File: src/rtl/line_window_ctrl_pkg.sv
// Shared widths and types for the line-buffer control and 3x3 window stage.
package line_window_ctrl_pkg;

    localparam int PIX_W   = 8;
    localparam int WIN_N   = 3;
    localparam int COORD_W = 16;
    localparam int WIN_W   = PIX_W * WIN_N * WIN_N;

    typedef logic [PIX_W-1:0]   pixel_t;
    typedef logic [COORD_W-1:0] coord_t;

    typedef enum logic {
        WAIT_SOF = 1'b0,
        ACTIVE   = 1'b1
    } state_t;

endpackage

File: src/rtl/line_window_ctrl_fsm.sv
// Frame-tracking state machine: row/col counters of the pixel being accepted,
// the line-length error flag, and the qualifier that decides whether a pixel is processed.
module line_window_ctrl_fsm
    import line_window_ctrl_pkg::*;
#(
    parameter int LINE_W  = 640,
    parameter int FRAME_H = 480
) (
    input  logic   clk,
    input  logic   rst,
    input  logic   acc,
    input  logic   sof,
    input  logic   eol,
    output logic   proc,
    output coord_t cur_row,
    output coord_t cur_col,
    output logic   line_err
);

    state_t state;
    coord_t row;
    coord_t col;
    logic   last_col;
    logic   line_end;
    logic   frame_end;

    // A start-of-frame pixel is always (0,0) and overrides a simultaneous end-of-line.
    always_comb begin
        cur_row   = sof ? '0 : row;
        cur_col   = sof ? '0 : col;
        proc      = acc && (state == ACTIVE || sof);
        last_col  = (cur_col == coord_t'(LINE_W - 1));
        line_end  = last_col || (eol && !sof);
        frame_end = line_end && (cur_row == coord_t'(FRAME_H - 1));
    end

    // NOTE: registers use non-blocking assignments so every branch sees the pre-edge counter values.
    always_ff @(posedge clk) begin
        if (rst) begin
            state    <= WAIT_SOF;
            row      <= '0;
            col      <= '0;
            line_err <= 1'b0;
        end else if (proc) begin
            if (!sof && (eol != last_col))
                line_err <= 1'b1;
            if (frame_end) begin
                state <= WAIT_SOF;
                row   <= '0;
                col   <= '0;
            end else begin
                state <= ACTIVE;
                if (line_end) begin
                    row <= cur_row + 1'b1;
                    col <= '0;
                end else begin
                    row <= cur_row;
                    col <= cur_col + 1'b1;
                end
            end
        end
    end

endmodule

File: src/rtl/line_window_ctrl.sv
// Drives the external two-line buffer and assembles a 3x3 window with center
// coordinates behind a valid/ready output register.
module line_window_ctrl
    import line_window_ctrl_pkg::*;
#(
    parameter int LINE_W  = 640,
    parameter int FRAME_H = 480
) (
    input  logic             clk,
    input  logic             rst,
    input  logic             s_valid,
    output logic             s_ready,
    input  logic [PIX_W-1:0] s_data,
    input  logic             s_sof,
    input  logic             s_eol,
    output logic [PIX_W-1:0] lb_d,
    output logic             lb_ce,
    input  logic [PIX_W-1:0] lb_tap1,
    input  logic [PIX_W-1:0] lb_tap2,
    output logic             m_valid,
    input  logic             m_ready,
    output logic [WIN_W-1:0] m_win,
    output coord_t           m_row,
    output coord_t           m_col,
    output logic             line_err
);

    logic   adv;
    logic   acc;
    logic   proc;
    coord_t cur_row;
    coord_t cur_col;
    pixel_t win [WIN_N][WIN_N];

    assign adv     = !m_valid || m_ready;
    assign acc     = s_valid && adv;
    assign s_ready = adv;
    assign lb_d    = s_data;
    assign lb_ce   = proc;

    line_window_ctrl_fsm #(
        .LINE_W  (LINE_W),
        .FRAME_H (FRAME_H)
    ) u_fsm (
        .clk      (clk),
        .rst      (rst),
        .acc      (acc),
        .sof      (s_sof),
        .eol      (s_eol),
        .proc     (proc),
        .cur_row  (cur_row),
        .cur_col  (cur_col),
        .line_err (line_err)
    );

    // NOTE: the window is only nine bytes and is visible on m_win, so it is reset like any other output register.
    always_ff @(posedge clk) begin
        if (rst) begin
            m_valid <= 1'b0;
            m_row   <= '0;
            m_col   <= '0;
            for (int r = 0; r < WIN_N; r++)
                for (int c = 0; c < WIN_N; c++)
                    win[r][c] <= '0;
        end else if (adv) begin
            if (proc) begin
                for (int r = 0; r < WIN_N; r++)
                    for (int c = 0; c < WIN_N - 1; c++)
                        win[r][c] <= win[r][c+1];
                win[0][WIN_N-1] <= lb_tap2;
                win[1][WIN_N-1] <= lb_tap1;
                win[2][WIN_N-1] <= s_data;
                m_valid <= (cur_row >= coord_t'(WIN_N - 1)) && (cur_col >= coord_t'(WIN_N - 1));
                m_row   <= cur_row - 1'b1;
                m_col   <= cur_col - 1'b1;
            end else begin
                m_valid <= 1'b0;
            end
        end
    end

    // NOTE: a default before the loop keeps this block free of inferred latches.
    always_comb begin
        m_win = '0;
        for (int r = 0; r < WIN_N; r++)
            for (int c = 0; c < WIN_N; c++)
                m_win[(r*WIN_N + c)*PIX_W +: PIX_W] = win[r][c];
    end

endmodule

File: config.mk
export PLATFORM = sky130hd
export DESIGN_NAME = line_window_ctrl
export DESIGN_NICKNAME = d
export VERILOG_FILES = /design/src/rtl/line_window_ctrl_pkg.sv /design/src/rtl/line_window_ctrl_fsm.sv /design/src/rtl/line_window_ctrl.sv
export SDC_FILE = /design/constraint.sdc
export NUM_CORES = 1
export LEC_CHECK = 0
export CAP_MARGIN = 10
export CORE_UTILIZATION = 40
export DETAILED_ROUTE_END_ITERATION = 6
export GPL_TIMING_DRIVEN = 0
export PLACE_DENSITY = 0.66
export SLEW_MARGIN = 10
export SYNTH_ARGS = -nofsm -noshare
export SYNTH_HDL_FRONTEND = slang
export SYNTH_SLANG_ARGS = --single-unit
File: constraint.sdc
create_clock -name clk -period 9.4 [get_ports clk]
set_input_delay 1.88 -clock clk [delete_from_list [all_inputs] [get_ports clk]]
set_output_delay 1.88 -clock clk [all_outputs]
set_load 0.1 [all_outputs]
# After elaboration in Yosys (flattened, before gate mapping)
# Memories as Yosys holds them, arrays and structs flattened.
# Index checks and enable logic that the tools add are counted.
# W data, S select, Z words.
# totals
out_inout_bits	116
register_bits	67
ram_bits	72
word_cells	62
n_memories	1
# classes
order_cmp	2
mux	23
n_reduce_logical	13
n_addsub	4
n_eq_ne	3
bitwise_logic	9
# memory_table
memory	depth	width	read_ports	rd_clocked_by_memory_dff	wr	line	source
win	3	24	3	0	3	line_window_ctrl.sv:33	pixel_t win [WIN_N][WIN_N];
# ops
op	count
$mux W16	6
$mux W8	9
$add A16 B1 Y16 const B	2
$ge A16 B2 Y1 const B	2
$sub A16 B1 Y16 const B	2
$eq A16 B10 Y1 const B	1
$eq A16 B9 Y1 const B	1
$or A1 B1 Y1	9
$mux W1	8
$logic_and A1 B1 Y1	6
$reduce_and A2 Y1	2
$logic_or A1 B1 Y1	3
$logic_not A1 Y1	2
$ne A1 B1 Y1	1

# Depth between registers and ports, before layout
# depth
depth_word	9
mapped_depth	14

# Cells and area by module
# Synthesis repeated with hierarchy kept, for this count alone.
# hier_totals
cells_unflattened	642
hier_area_um2	6532.5
# by_module_without_submodules
module	n_inst	cells_each	area_each_um2
line_window_ctrl	1	357	4350.4
line_window_ctrl_fsm	1	285	2182.1

# Least setup slack after synthesis
# OpenSTA, ideal clock, no wires.
# synth_path
path_type	input to output
startpoint	input port m_ready
endpoint	output port lb_ce
path_slack_ns	2.931
t_arrival_ns	4.589
cell_stages	5
required_ns	7.520
path_cell_list	nand2b_1 -> o211ai_2 -> inv_2 -> clkbuf_1 -> clkbuf_1
# synth_between
elab_chain_cells	3
# synth_lines
item	line	source
start, declared	line_window_ctrl.sv:21	input logic m_ready,
$logic_or A1 B1 Y1	line_window_ctrl.sv:35	assign adv = !m_valid || m_ready;
$logic_and A1 B1 Y1	line_window_ctrl.sv:36	assign acc = s_valid && adv;
$logic_and A1 B1 Y1	line_window_ctrl_fsm.sv:31	proc = acc && (state == ACTIVE || sof);
end, declared	line_window_ctrl.sv:17	output logic lb_ce,
# No other way between the ends.

# Final worst setup path
# layout_path
startpoint	input port s_sof
endpoint	output port lb_ce
# layout_between
elab_chain_cells	2
# layout_lines
item	line	source
start, declared	line_window_ctrl.sv:14	input logic s_sof,
$logic_or A1 B1 Y1	line_window_ctrl_fsm.sv:31	
$logic_and A1 B1 Y1	line_window_ctrl_fsm.sv:31	
# No other way between the ends.

==> flow_metrics.tcl <==
set metrics [dict create \
    vdd_drop_max_mv 0.107 \
    reg2reg_depth 6 \
    syn-instance-count 662 \
    cts_inserted_buffers 17 \
    synth_common_cells "and3_1 (78), edfxtp_1 (72), dfxtp_1 (67)" \
    critPathKind "in -> out" \
    clock-sinks 139 \
    endpoint_kind "output pin" \
    hp-class "reg -> reg" \
    n_antenna_cell 0 \
    yosysSeqAreaShare 0.530 \
    drt_iter0_drc 453 \
    synth-edff-count 72 \
    synth_top_area_share 0.327 \
    netlist_top_cells_area "edfxtp_1 (33%), dfxtp_1 (20%), and3_1 (7.4%), nor2_1 (3.5%), o21ai_0 (2.9%)" \
    ios 146 \
    first_global_vias 5641 \
    core_area_um2 16000 \
    layout_min_cycle_time_ns 7.41 \
    critPathArrivalTime_ns 5.53 \
    internal_power_mw 1.19 \
    die_y_um 131 \
    cpMaxStageDelayCell "clkdlybuf4s50_1" \
    rsz0062_at_grt "false" \
    slew_violations 0 \
    cts_resized 0 \
    cts_tree "done" \
    finalHoldViolCount 0 \
    reg2reg_to "win[0][3]$_SDFFCE_PN0P_" \
    clk_pin_slew_worst_paths_ns 0.06 \
    synth-async-reset-ratio 0 \
    fin_crit_sh 0.789 \
    p_switching_mw 0.638 \
    crit_fanout 10 \
    drt.antenna.violating_nets 0 \
    cp.buffers_inverters 5 \
    synth_cell_types 65 \
    die_area_um2 17000 \
    fin_hold_ws_ns 0.452 \
    worstSetupEndpoint "lb_ce" \
    vias_per_cell 5.59 \
    portBuffers 145 \
    crit_required_ns 7.52 \
    synth_simple_gate_area_frac 0.228 \
    startpoint_type "input pin" \
    tightestPinTransition_ns 1.04 \
    vias 5900 \
    power_density_nw_per_um2 204 \
    worstPathCellList "clkdlybuf4s50_1 > o211ai_2 > inv_2 > clkbuf_1 > clkbuf_1 > clkdlybuf4s50_1" \
    swShare 0.349 \
    worst-path-stages 6 \
    htree_levels 4 \
    worstHoldStart "m_row[7]$_SDFFE_PP0P_" \
    wirelength_um 20200 \
    synth_warnings 0 \
    setup_viol 0 \
    p_leak_nw 3.58 \
    p_seq_frac 0.380 \
    grt_remaining_overflow 0 \
    grt_usage 0.244 \
    die_w_um 131 \
    placementRows 46 \
    synth_top_family_by_area "simple AND/OR/NAND/NOR gates" \
    status "finished clean" \
    gp_congestion 0.920 \
    synth_nets 698 \
    drv_cap 0 \
    synthFlopType "edfxtp_1" \
    post-synth-top-area-cell "edfxtp_1" \
    synthesis.area_um2 6610 \
    synthAdderAreaFrac 0.0114 \
    regToRegSetupSlack_ns 6.52 \
    drc 0 \
    p_comb_frac 0.247 \
    initial_core_util 0.413 \
    routedWlPerCell_um 19.2 \
    area_growth_pct 35.6 \
    syn_avg_cell_area_um2 9.98 \
    grt_first_pass_wirelength_um 31200 \
    slowest_delay_ns 1.26 \
    timing.rr.start "u_fsm.state$_SDFFE_PP0P_" \
    relSlewSlack 0.302 \
    fmax_ghz 0.135 \
    ys_ff_latch 139 \
    yosysMostFrequentCell "and3_1" \
    setup_tns_ns 0 \
    synth_compound_area_frac 0.145 \
    cts_root_buf "clkbuf_16" \
    fin_nets 863 \
    synth-xor-area-share 0.0239 \
    synth_mux_area_frac 0.00152 \
    layout-drive-gt1-share 0.0894 \
    firstDrtPassIters 5 \
    clock_latency_ns 0.42 \
    grt_max_degree 56 \
    cpLargestDelayFamily "buffers and inverters" \
    hpwl_um 14800 \
    finClkSkew_ns 0.0117 \
    post_cts_buffers 0 \
    clockBufferDepth 2 \
    startpoint "s_sof" \
    clockPowerShare 0.373 \
    cts.hold.buffers_added 0 \
    grt_antenna_before_repair 0 \
]
## metal layers
layer  track usage  vias up  part of all wire
met5             0        -                 0
met3        0.0533       32             0.084
li1              -     2775                 -
met2         0.395      269              0.46
met4        0.0953        0             0.023
met1         0.317     2824              0.43
## power groups by stage
stage | registers [mW] | clock network [mW] | logic [mW]
floorplan | 0.959 | 0 | 0.0810
global placement | 0.710 | 0 | 0.447
detailed placement | 0.708 | 0 | 0.451
CTS | 0.695 | 0.690 | 0.452
global route | 0.699 | 0.715 | 0.467
finish | 0.695 | 0.683 | 0.451
## kinds of logic (layout without fill, tap and decap cells)
| logic type | Yosys count | after routing |
|---|---|---|
| AND/OR/NAND/NOR | 276 | 276 |
| AO/OA/AOI/OAI | 139 | 139 |
| flip-flops | 139 | 139 |
| buffers and inverters | 83 | 260 |
| XOR/XNOR | 18 | 18 |
| adder cells (fa/ha/maj) | 6 | 6 |
| multiplexers | 1 | 1 |
## tightest hold or removal path, cell delays in order (launching register included)
cell and delay (ns):
dfxtp_1 0.31, nand2_1 0.05, nand2_1 0.05
## worst min-delay path by stage
stage	endpoint	slack [ns]	cells after the start
2_1_floorplan	u_fsm.state$_SDFFE_PP0P_	0.46	1
3_3_place_gp	m_row[7]$_SDFFE_PP0P_	0.44	2
3_5_place_dp	m_row[7]$_SDFFE_PP0P_	0.44	2
4_1_cts	m_row[7]$_SDFFE_PP0P_	0.46	2
5_1_grt	m_row[12]$_SDFFE_PP0P_	0.49	2
6_report	m_row[7]$_SDFFE_PP0P_	0.45	2
## metrics by stage
| stage | util | cells | worst slack (ns) | instance area [um^2] | total power, mW |
|---|---|---|---|---|---|
| 2_1_floorplan | - | 662 | 2.93 | 6610 | 1.04 |
| 3_3_place_gp | 0.520 | 1023 | 1.88 | 8330 | 1.16 |
| 3_5_place_dp | 0.522 | 1024 | 2.00 | 8360 | 1.16 |
| 4_1_cts | 0.560 | 1055 | 2.00 | 8950 | 1.84 |
| 5_1_grt | 0.560 | 1055 | 1.86 | 8950 | 1.88 |
| 6_report | 0.560 | 1055 | 1.99 | 8950 | 1.83 |
## final cells by class
type | count | area [um^2]
Clock inverter | 13 | 168
Buffer | 63 | 329
Timing Repair Buffer | 146 | 1480
Multi-Input combinational cell | 440 | 2700
Clock buffer | 18 | 429
Sequential cell | 139 | 3500
Inverter | 20 | 75.1
Tap cell | 216 | 270
Fill cell | 1434 | 7050
## state kept, by name, summed over array words and instances (netlist names)
register and cells:
win 72, m_col 16, m_row 16, u_fsm.col 16
u_fsm.row 16, m_valid 1, u_fsm.line_err 1, u_fsm.state 1
## placed cells by master (no fill, tap or decap), types with 14 or more instances in the layout
cell / Yosys / routed
clkdlybuf4s50_1: 0 / 145
nand3_1: 18 / 18
nand2_1: 46 / 46
a21oi_1: 17 / 17
o21ai_0: 38 / 38
nor3_1: 16 / 16
buf_2: 14 / 14
edfxtp_1: 72 / 72
xnor2_1: 14 / 14
inv_1: 18 / 18
clkbuf_1: 30 / 30
and3_1: 78 / 78
clkbuf_16: 0 / 17
dfxtp_1: 67 / 67
nor2_1: 62 / 62
(Power assumes the default switching activity.)
